$ cat src/rtl/uart_pkg.sv
// Shared UART definitions: byte width and the transmit-feeder FSM states.
// The receiver-side buffer imports this package as well.
package uart_pkg;

   localparam int BYTE_W = 8;

   typedef enum logic [1:0] {
      TXF_IDLE = 2'd0,
      TXF_ARM  = 2'd1,
      TXF_SEND = 2'd2
   } txf_state_e;

endpackage

$ cat src/rtl/sync_fifo.sv
// Single-clock FIFO with registered full/empty/count flags.
// The head entry is visible combinationally on head_data whenever the FIFO is non-empty.
module sync_fifo
   import uart_pkg::*;
#(
   parameter int  DATA_W = BYTE_W,
   parameter int  DEPTH  = 16,
   localparam int ADDR_W = $clog2(DEPTH)
) (
   input  logic              clk,
   input  logic              rst,
   input  logic              push,
   input  logic [DATA_W-1:0] push_data,
   input  logic              pop,
   output logic [DATA_W-1:0] head_data,
   output logic              full,
   output logic              empty,
   output logic [ADDR_W:0]   count
);

   logic [DATA_W-1:0] mem_q [DEPTH];
   logic [ADDR_W-1:0] wr_ptr_q, wr_ptr_d;
   logic [ADDR_W-1:0] rd_ptr_q, rd_ptr_d;
   logic [ADDR_W:0]   count_q, count_d;
   logic              full_q, empty_q;
   logic              push_ok, pop_ok;

   // Flags come from the registered count, so a push while full is refused even if a pop happens too.
   assign push_ok = push && !full_q;
   assign pop_ok  = pop && !empty_q;

   always_comb begin
      wr_ptr_d = wr_ptr_q;
      rd_ptr_d = rd_ptr_q;
      count_d  = count_q;
      if (push_ok) begin
         wr_ptr_d = wr_ptr_q + ADDR_W'(1);
      end
      if (pop_ok) begin
         rd_ptr_d = rd_ptr_q + ADDR_W'(1);
      end
      unique case ({push_ok, pop_ok})
         2'b10:   count_d = count_q + (ADDR_W+1)'(1);
         2'b01:   count_d = count_q - (ADDR_W+1)'(1);
         default: count_d = count_q;
      endcase
   end

   always_ff @(posedge clk) begin
      if (rst) begin
         wr_ptr_q <= '0;
         rd_ptr_q <= '0;
         count_q  <= '0;
         full_q   <= 1'b0;
         empty_q  <= 1'b1;
      end else begin
         wr_ptr_q <= wr_ptr_d;
         rd_ptr_q <= rd_ptr_d;
         count_q  <= count_d;
         full_q   <= (count_d == (ADDR_W+1)'(DEPTH));
         empty_q  <= (count_d == '0);
      end
   end

   always_ff @(posedge clk) begin
      if (push_ok) begin
         mem_q[wr_ptr_q] <= push_data;
      end
   end

   assign head_data = mem_q[rd_ptr_q];
   assign full      = full_q;
   assign empty     = empty_q;
   assign count     = count_q;

endmodule

$ cat src/rtl/uart_tx_feeder.sv
// Host-side byte buffer that drains one byte at a time into the UART transmitter's
// start/busy handshake, flagging dropped writes and starts the transmitter never acknowledged.
module uart_tx_feeder
   import uart_pkg::*;
#(
   parameter int  DEPTH       = 16,
   parameter int  ARM_TIMEOUT = 16,
   localparam int ADDR_W      = $clog2(DEPTH)
) (
   input  logic              clk,
   input  logic              rst,
   input  logic              wr_en,
   input  logic [BYTE_W-1:0] wr_data,
   output logic              full,
   output logic              empty,
   output logic [ADDR_W:0]   count,
   output logic              overflow,
   output logic              tx_err,
   input  logic              clr_flags,
   input  logic              tx_busy,
   output logic              tx_start,
   output logic [BYTE_W-1:0] tx_data,
   output logic              byte_sent
);

   localparam int               TMO_W    = $clog2(ARM_TIMEOUT + 1);
   localparam logic [TMO_W-1:0] TMO_LAST = TMO_W'(ARM_TIMEOUT - 1);

   txf_state_e        state_q, state_d;
   logic [TMO_W-1:0]  tmo_q, tmo_d;
   logic              tx_start_q, tx_start_d;
   logic              byte_sent_q, byte_sent_d;
   logic [BYTE_W-1:0] tx_data_q, tx_data_d;
   logic              overflow_q, overflow_d;
   logic              tx_err_q, tx_err_d;
   logic              pop;
   logic              err_set;
   logic              fifo_full, fifo_empty;
   logic [BYTE_W-1:0] head_data;

   sync_fifo #(
      .DATA_W (BYTE_W),
      .DEPTH  (DEPTH)
   ) u_fifo (
      .clk       (clk),
      .rst       (rst),
      .push      (wr_en),
      .push_data (wr_data),
      .pop       (pop),
      .head_data (head_data),
      .full      (fifo_full),
      .empty     (fifo_empty),
      .count     (count)
   );

   always_comb begin
      state_d     = state_q;
      tmo_d       = tmo_q;
      tx_start_d  = 1'b0;
      byte_sent_d = 1'b0;
      tx_data_d   = tx_data_q;
      pop         = 1'b0;
      err_set     = 1'b0;
      unique case (state_q)
         TXF_IDLE: begin
            if (!fifo_empty && !tx_busy) begin
               pop        = 1'b1;
               tx_data_d  = head_data;
               tx_start_d = 1'b1;
               tmo_d      = '0;
               state_d    = TXF_ARM;
            end
         end
         TXF_ARM: begin
            // A start the transmitter never acknowledges is abandoned; the byte is lost.
            if (tx_busy) begin
               state_d = TXF_SEND;
            end else if (tmo_q == TMO_LAST) begin
               err_set = 1'b1;
               state_d = TXF_IDLE;
            end else begin
               tmo_d = tmo_q + TMO_W'(1);
            end
         end
         TXF_SEND: begin
            if (!tx_busy) begin
               byte_sent_d = 1'b1;
               state_d     = TXF_IDLE;
            end
         end
         default: state_d = TXF_IDLE;
      endcase

      // Set events take priority over a simultaneous clear.
      overflow_d = overflow_q;
      if (wr_en && fifo_full) begin
         overflow_d = 1'b1;
      end else if (clr_flags) begin
         overflow_d = 1'b0;
      end
      tx_err_d = tx_err_q;
      if (err_set) begin
         tx_err_d = 1'b1;
      end else if (clr_flags) begin
         tx_err_d = 1'b0;
      end
   end

   always_ff @(posedge clk) begin
      if (rst) begin
         state_q     <= TXF_IDLE;
         tmo_q       <= '0;
         tx_start_q  <= 1'b0;
         byte_sent_q <= 1'b0;
         tx_data_q   <= '0;
         overflow_q  <= 1'b0;
         tx_err_q    <= 1'b0;
      end else begin
         state_q     <= state_d;
         tmo_q       <= tmo_d;
         tx_start_q  <= tx_start_d;
         byte_sent_q <= byte_sent_d;
         tx_data_q   <= tx_data_d;
         overflow_q  <= overflow_d;
         tx_err_q    <= tx_err_d;
      end
   end

   assign full      = fifo_full;
   assign empty     = fifo_empty;
   assign overflow  = overflow_q;
   assign tx_err    = tx_err_q;
   assign tx_start  = tx_start_q;
   assign tx_data   = tx_data_q;
   assign byte_sent = byte_sent_q;

endmodule

$ cat config.mk
export PLATFORM = sky130hd
export DESIGN_NAME = uart_tx_feeder
export DESIGN_NICKNAME = d
export VERILOG_FILES = /design/src/rtl/uart_pkg.sv /design/src/rtl/sync_fifo.sv /design/src/rtl/uart_tx_feeder.sv
export SDC_FILE = /design/constraint.sdc
export NUM_CORES = 1
export LEC_CHECK = 0
export CELL_PAD_IN_SITES_DETAIL_PLACEMENT = 1
export CELL_PAD_IN_SITES_GLOBAL_PLACEMENT = 2
export CORE_MARGIN = 2
export CORE_UTILIZATION = 45
export DETAILED_ROUTE_END_ITERATION = 8
export PLACE_DENSITY_LB_ADDON = 0.1
export SYNTH_ARGS = -nofsm -noshare
export SYNTH_HDL_FRONTEND = slang
export SYNTH_SLANG_ARGS = --single-unit
$ cat constraint.sdc
create_clock -name clk -period 3.8 [get_ports clk]
set_input_delay 0.38 -clock clk [delete_from_list [all_inputs] [get_ports clk]]
set_output_delay 0.38 -clock clk [all_outputs]
set_load 0.05 [all_outputs]
==> flow_results.xml <==
<?xml version="1.0" encoding="UTF-8"?>
<metrics>
  <group name="synth">
    <metric name="synth_sequential_area_ratio" unit="%">70.60</metric>
    <metric name="post-synth-top-area-fraction" unit="%">59.98</metric>
    <metric name="yosys_most_used_dff" unit="">sky130_fd_sc_hd__edfxtp_1</metric>
    <metric name="count_of_yosys_warnings_during_synthesis" unit="">0</metric>
    <metric name="post-synth-top-area-cell" unit="">sky130_fd_sc_hd__edfxtp_1</metric>
    <metric name="post_synth.cell_area_avg" unit="um^2">16.47</metric>
    <metric name="syn-num-nets" unit="">411</metric>
    <metric name="synth_cell_types" unit="">41</metric>
    <metric name="synth.ff_latch_count" unit="">162</metric>
    <metric name="synth-edff-count" unit="">128</metric>
    <metric name="synth-async-reset-ratio" unit="%">0</metric>
    <metric name="synth_cells" unit="">389</metric>
    <metric name="biggest_area_contributors_in_the_synthesized_netlist" unit="">sky130_fd_sc_hd__edfxtp_1, sky130_fd_sc_hd__mux4_2, sky130_fd_sc_hd__dfxtp_1</metric>
    <metric name="post_synth_instance_area" unit="um^2">6409</metric>
  </group>
  <group name="worst_setup_path">
    <metric name="worstPathArrival" unit="ns">3.26</metric>
    <metric name="timing.critical_path.required" unit="ns">4.14</metric>
    <metric name="worstPathMaxFanout" unit="">22</metric>
    <metric name="critPathCaptureType" unit="">register</metric>
    <metric name="critPathLaunchType" unit="">register</metric>
    <metric name="path_class" unit="">register to register</metric>
  </group>
  <group name="drt">
    <metric name="first_drt_pass_iteration_count" unit="">5</metric>
    <metric name="avgViaCountPerCell" unit="">5.636</metric>
    <metric name="route.vias.total" unit="">3472</metric>
    <metric name="route.final.wire_length" unit="um">13870</metric>
    <metric name="ant_nets" unit="">0</metric>
    <metric name="drt_first_iter_violations" unit="">261</metric>
    <metric name="route.detailed.drc" unit="">0</metric>
    <metric name="wire_per_inst" unit="um">22.51</metric>
  </group>
  <group name="clock_tree">
    <metric name="clockRootBuffer" unit="">sky130_fd_sc_hd__clkbuf_16</metric>
    <metric name="clkLatencyLatePin" unit="ns">0.43</metric>
    <metric name="cts-buffers-inserted" unit="">17</metric>
    <metric name="cts.reportedPaths.clkPinSlew" unit="ns">0.06</metric>
    <metric name="post_cts_hold_buffer_count" unit="">0</metric>
    <metric name="ctsHtreeMaxLevel" unit="">4</metric>
    <metric name="cts-resized-gates" unit="">0</metric>
    <metric name="cts_max_path_buffers" unit="">2</metric>
    <metric name="cts_setup_buffers" unit="">0</metric>
    <metric name="cts.sink_count" unit="">162</metric>
    <metric name="cts_tree" unit="">built</metric>
  </group>
  <group name="power">
    <metric name="switching_share" unit="%">26.32</metric>
    <metric name="pwr_density_cell" unit="nW/um^2">623.4</metric>
    <metric name="worst_ir_drop_vdd" unit="V">0.0003791</metric>
    <metric name="total_switching_power" unit="mW">1.234</metric>
    <metric name="cell_internal_pwr" unit="mW">3.455</metric>
    <metric name="power.share.combinational" unit="%">17.4</metric>
    <metric name="p_seq_share" unit="%">44.3</metric>
    <metric name="cellLeakagePower" unit="nW">2.422</metric>
    <metric name="clkPwrFrac" unit="%">38.3</metric>
  </group>
  <group name="run">
    <metric name="cap_violations" unit="">0</metric>
  </group>
  <group name="grt">
    <metric name="grt_max_degree" unit="">36</metric>
    <metric name="antenna_violations_before_repair" unit="">0</metric>
    <metric name="gr-usage-all-layers" unit="%">20.43</metric>
    <metric name="grt-ovfl-total" unit="">0</metric>
    <metric name="first_global_vias" unit="">3575</metric>
    <metric name="grt_first_pass_wirelength" unit="um">21890</metric>
  </group>
  <group name="sta">
    <metric name="clock-skew-final" unit="ns">0.006136</metric>
    <metric name="hold_violations_final" unit="">0</metric>
    <metric name="setup_violations" unit="">0</metric>
    <metric name="setup-tns-final" unit="ns">0</metric>
    <metric name="final.setup.worst_slack" unit="ns">0.8739</metric>
    <metric name="worstMarginPinSlew" unit="ns">0.9925</metric>
    <metric name="final_period_minus_worst_setup_slack" unit="ns">2.926</metric>
    <metric name="rsz_0062_raised_after_global_routing" unit="">false</metric>
    <metric name="timing.final.max_slew_violations" unit="">0</metric>
    <metric name="slew_headroom" unit="%">32.90</metric>
    <metric name="period_share" unit="%">77.00</metric>
    <metric name="max_freq" unit="MHz">341.7</metric>
  </group>
  <group name="floorplanning">
    <metric name="dieArea" unit="um^2">15210</metric>
    <metric name="initial_utilization" unit="%">46.17</metric>
    <metric name="coreArea" unit="um^2">13880</metric>
    <metric name="site_rows" unit="">43</metric>
    <metric name="boundaryPins" unit="">32</metric>
    <metric name="die_width" unit="um">123.3</metric>
    <metric name="die_height" unit="um">123.3</metric>
  </group>
  <group name="placed_design">
    <metric name="detailed_place_hpwl" unit="um">8941</metric>
    <metric name="place.port_buffers" unit="">31</metric>
    <metric name="preCtsSetupSlack" unit="ns">0.5445</metric>
    <metric name="routabilityCongestion" unit="">0.7316</metric>
  </group>
  <group name="layout">
    <metric name="layout-area-overhead-vs-synth" unit="%">17.38</metric>
    <metric name="fillerInstances" unit="">1301</metric>
    <metric name="layout.cells.most_common" unit="">sky130_fd_sc_hd__edfxtp_1</metric>
    <metric name="antennaDiodeCount" unit="">0</metric>
    <metric name="layout-drive-gt1-share" unit="%">17.43</metric>
    <metric name="nNetsFinal" unit="">445</metric>
    <metric name="final_cell_mix" unit="">sky130_fd_sc_hd__edfxtp_1, sky130_fd_sc_hd__nor2_1, sky130_fd_sc_hd__dfxtp_1, sky130_fd_sc_hd__mux4_2, sky130_fd_sc_hd__clkdlybuf4s50_1</metric>
  </group>
  <group name="worst_hold_path">
    <metric name="timing.hold.worst.class" unit="">register to register</metric>
  </group>
  <group name="run_status">
    <metric name="status" unit="">completed</metric>
  </group>
</metrics>
final timing paths:
check        slack (ns)       start  depth (start not counted)     endpoint
max                0.87  state_q[1]                         10  u_fifo.full
min                0.49  tx_data[5]                          2   tx_data[5]
max reg2reg        0.87  state_q[1]                         10  u_fifo.full
min reg2reg        0.49  tx_data[5]                          2   tx_data[5]
power by group through the flow:
stage | logic, mW | clock network [mW] | registers, mW
floorplan | 0.487 | 0 | 2.21
global placement | 0.806 | 0 | 2.11
detailed placement | 0.816 | 0 | 2.12
CTS | 0.823 | 1.82 | 2.08
global route | 0.883 | 1.91 | 2.09
finish | 0.816 | 1.80 | 2.08
per-layer routing:
metal / share of wire (%) / global-route usage, % / wire length, um
met2: 47 / 29.77 / 6487
met5: 0 / 0 / 0
met3: 5.7 / 5.166 / 797
met1: 45 / 29.42 / 6302
met4: 2.0 / 8.381 / 279
cell usage after synthesis, types with 2 or more instances:
cell type / n
sky130_fd_sc_hd__dfxtp_1: 34
sky130_fd_sc_hd__nor2_1: 41
sky130_fd_sc_hd__nor3b_1: 2
sky130_fd_sc_hd__buf_1: 3
sky130_fd_sc_hd__inv_1: 6
sky130_fd_sc_hd__clkbuf_1: 15
sky130_fd_sc_hd__xnor2_1: 9
sky130_fd_sc_hd__edfxtp_1: 128
sky130_fd_sc_hd__nand4_1: 3
sky130_fd_sc_hd__a21oi_1: 23
sky130_fd_sc_hd__ha_1: 9
sky130_fd_sc_hd__nand2b_1: 4
sky130_fd_sc_hd__nor4b_1: 3
sky130_fd_sc_hd__nor3_1: 9
sky130_fd_sc_hd__buf_2: 5
sky130_fd_sc_hd__a22oi_1: 18
sky130_fd_sc_hd__nor2b_1: 3
sky130_fd_sc_hd__nand2_1: 12
sky130_fd_sc_hd__mux4_2: 32
sky130_fd_sc_hd__xor2_1: 8
sky130_fd_sc_hd__mux2i_1: 2
critical path, stage by stage, from the launching register on:
cell                       delay [ns]
sky130_fd_sc_hd__dfxtp_1         0.36
sky130_fd_sc_hd__or4_4           0.72
sky130_fd_sc_hd__clkinv_4        0.18
sky130_fd_sc_hd__nand2_2         0.09
sky130_fd_sc_hd__xnor2_1         0.13
sky130_fd_sc_hd__ha_1            0.23
sky130_fd_sc_hd__a21oi_1         0.25
sky130_fd_sc_hd__xnor2_1         0.12
sky130_fd_sc_hd__xnor2_1         0.14
sky130_fd_sc_hd__o41ai_1         0.35
sky130_fd_sc_hd__nor4b_2         0.27
sequential cells by signal (all words and copies together) (netlist names), 2 cells and up:
register         count
tx_data              8
tmo_q                5
u_fifo.count         5
state_q              2
u_fifo.mem_q       128
u_fifo.wr_ptr_q      4
u_fifo.rd_ptr_q      4
cell families after synthesis:
logic type | share of synthesized area [%]
flip-flops | 70.60
AND/OR/NAND/NOR | 6.462
buffers and inverters | 2.225
adder cells (fa/ha/maj) | 1.757
AO/OA/AOI/OAI | 5.076
XOR/XNOR | 2.323
multiplexers | 11.56
final cells by class:
cell class | instances | area, um^2 | area share, %
clock inverters | 11 | 161.4 | 2.146
well taps | 180 | 225.2 | 2.994
multi-input cells | 195 | 1742 | 23.15
clock buffers | 21 | 450.4 | 5.988
repair buffers | 39 | 382.9 | 5.090
inverters | 8 | 35.03 | 0.4657
flip-flops and latches | 162 | 4526 | 60.16
per-stage QoR:
stage | util [%] | power (mW) | area, um^2 | instances | hold WS [ns]
final | 54.19 | 4.690 | 7522 | 616 | 0.4943
after global routing | 54.19 | 4.886 | 7522 | 616 | 0.5070
after CTS | 54.19 | 4.729 | 7522 | 616 | 0.4971
after detailed placement | 49.78 | 2.935 | 6910 | 584 | 0.4828
after global placement | 49.78 | 2.921 | 6910 | 584 | 0.4685
after floorplan | - | 2.693 | 6409 | 389 | 0.4570
Power figures use the tool's default switching activity.
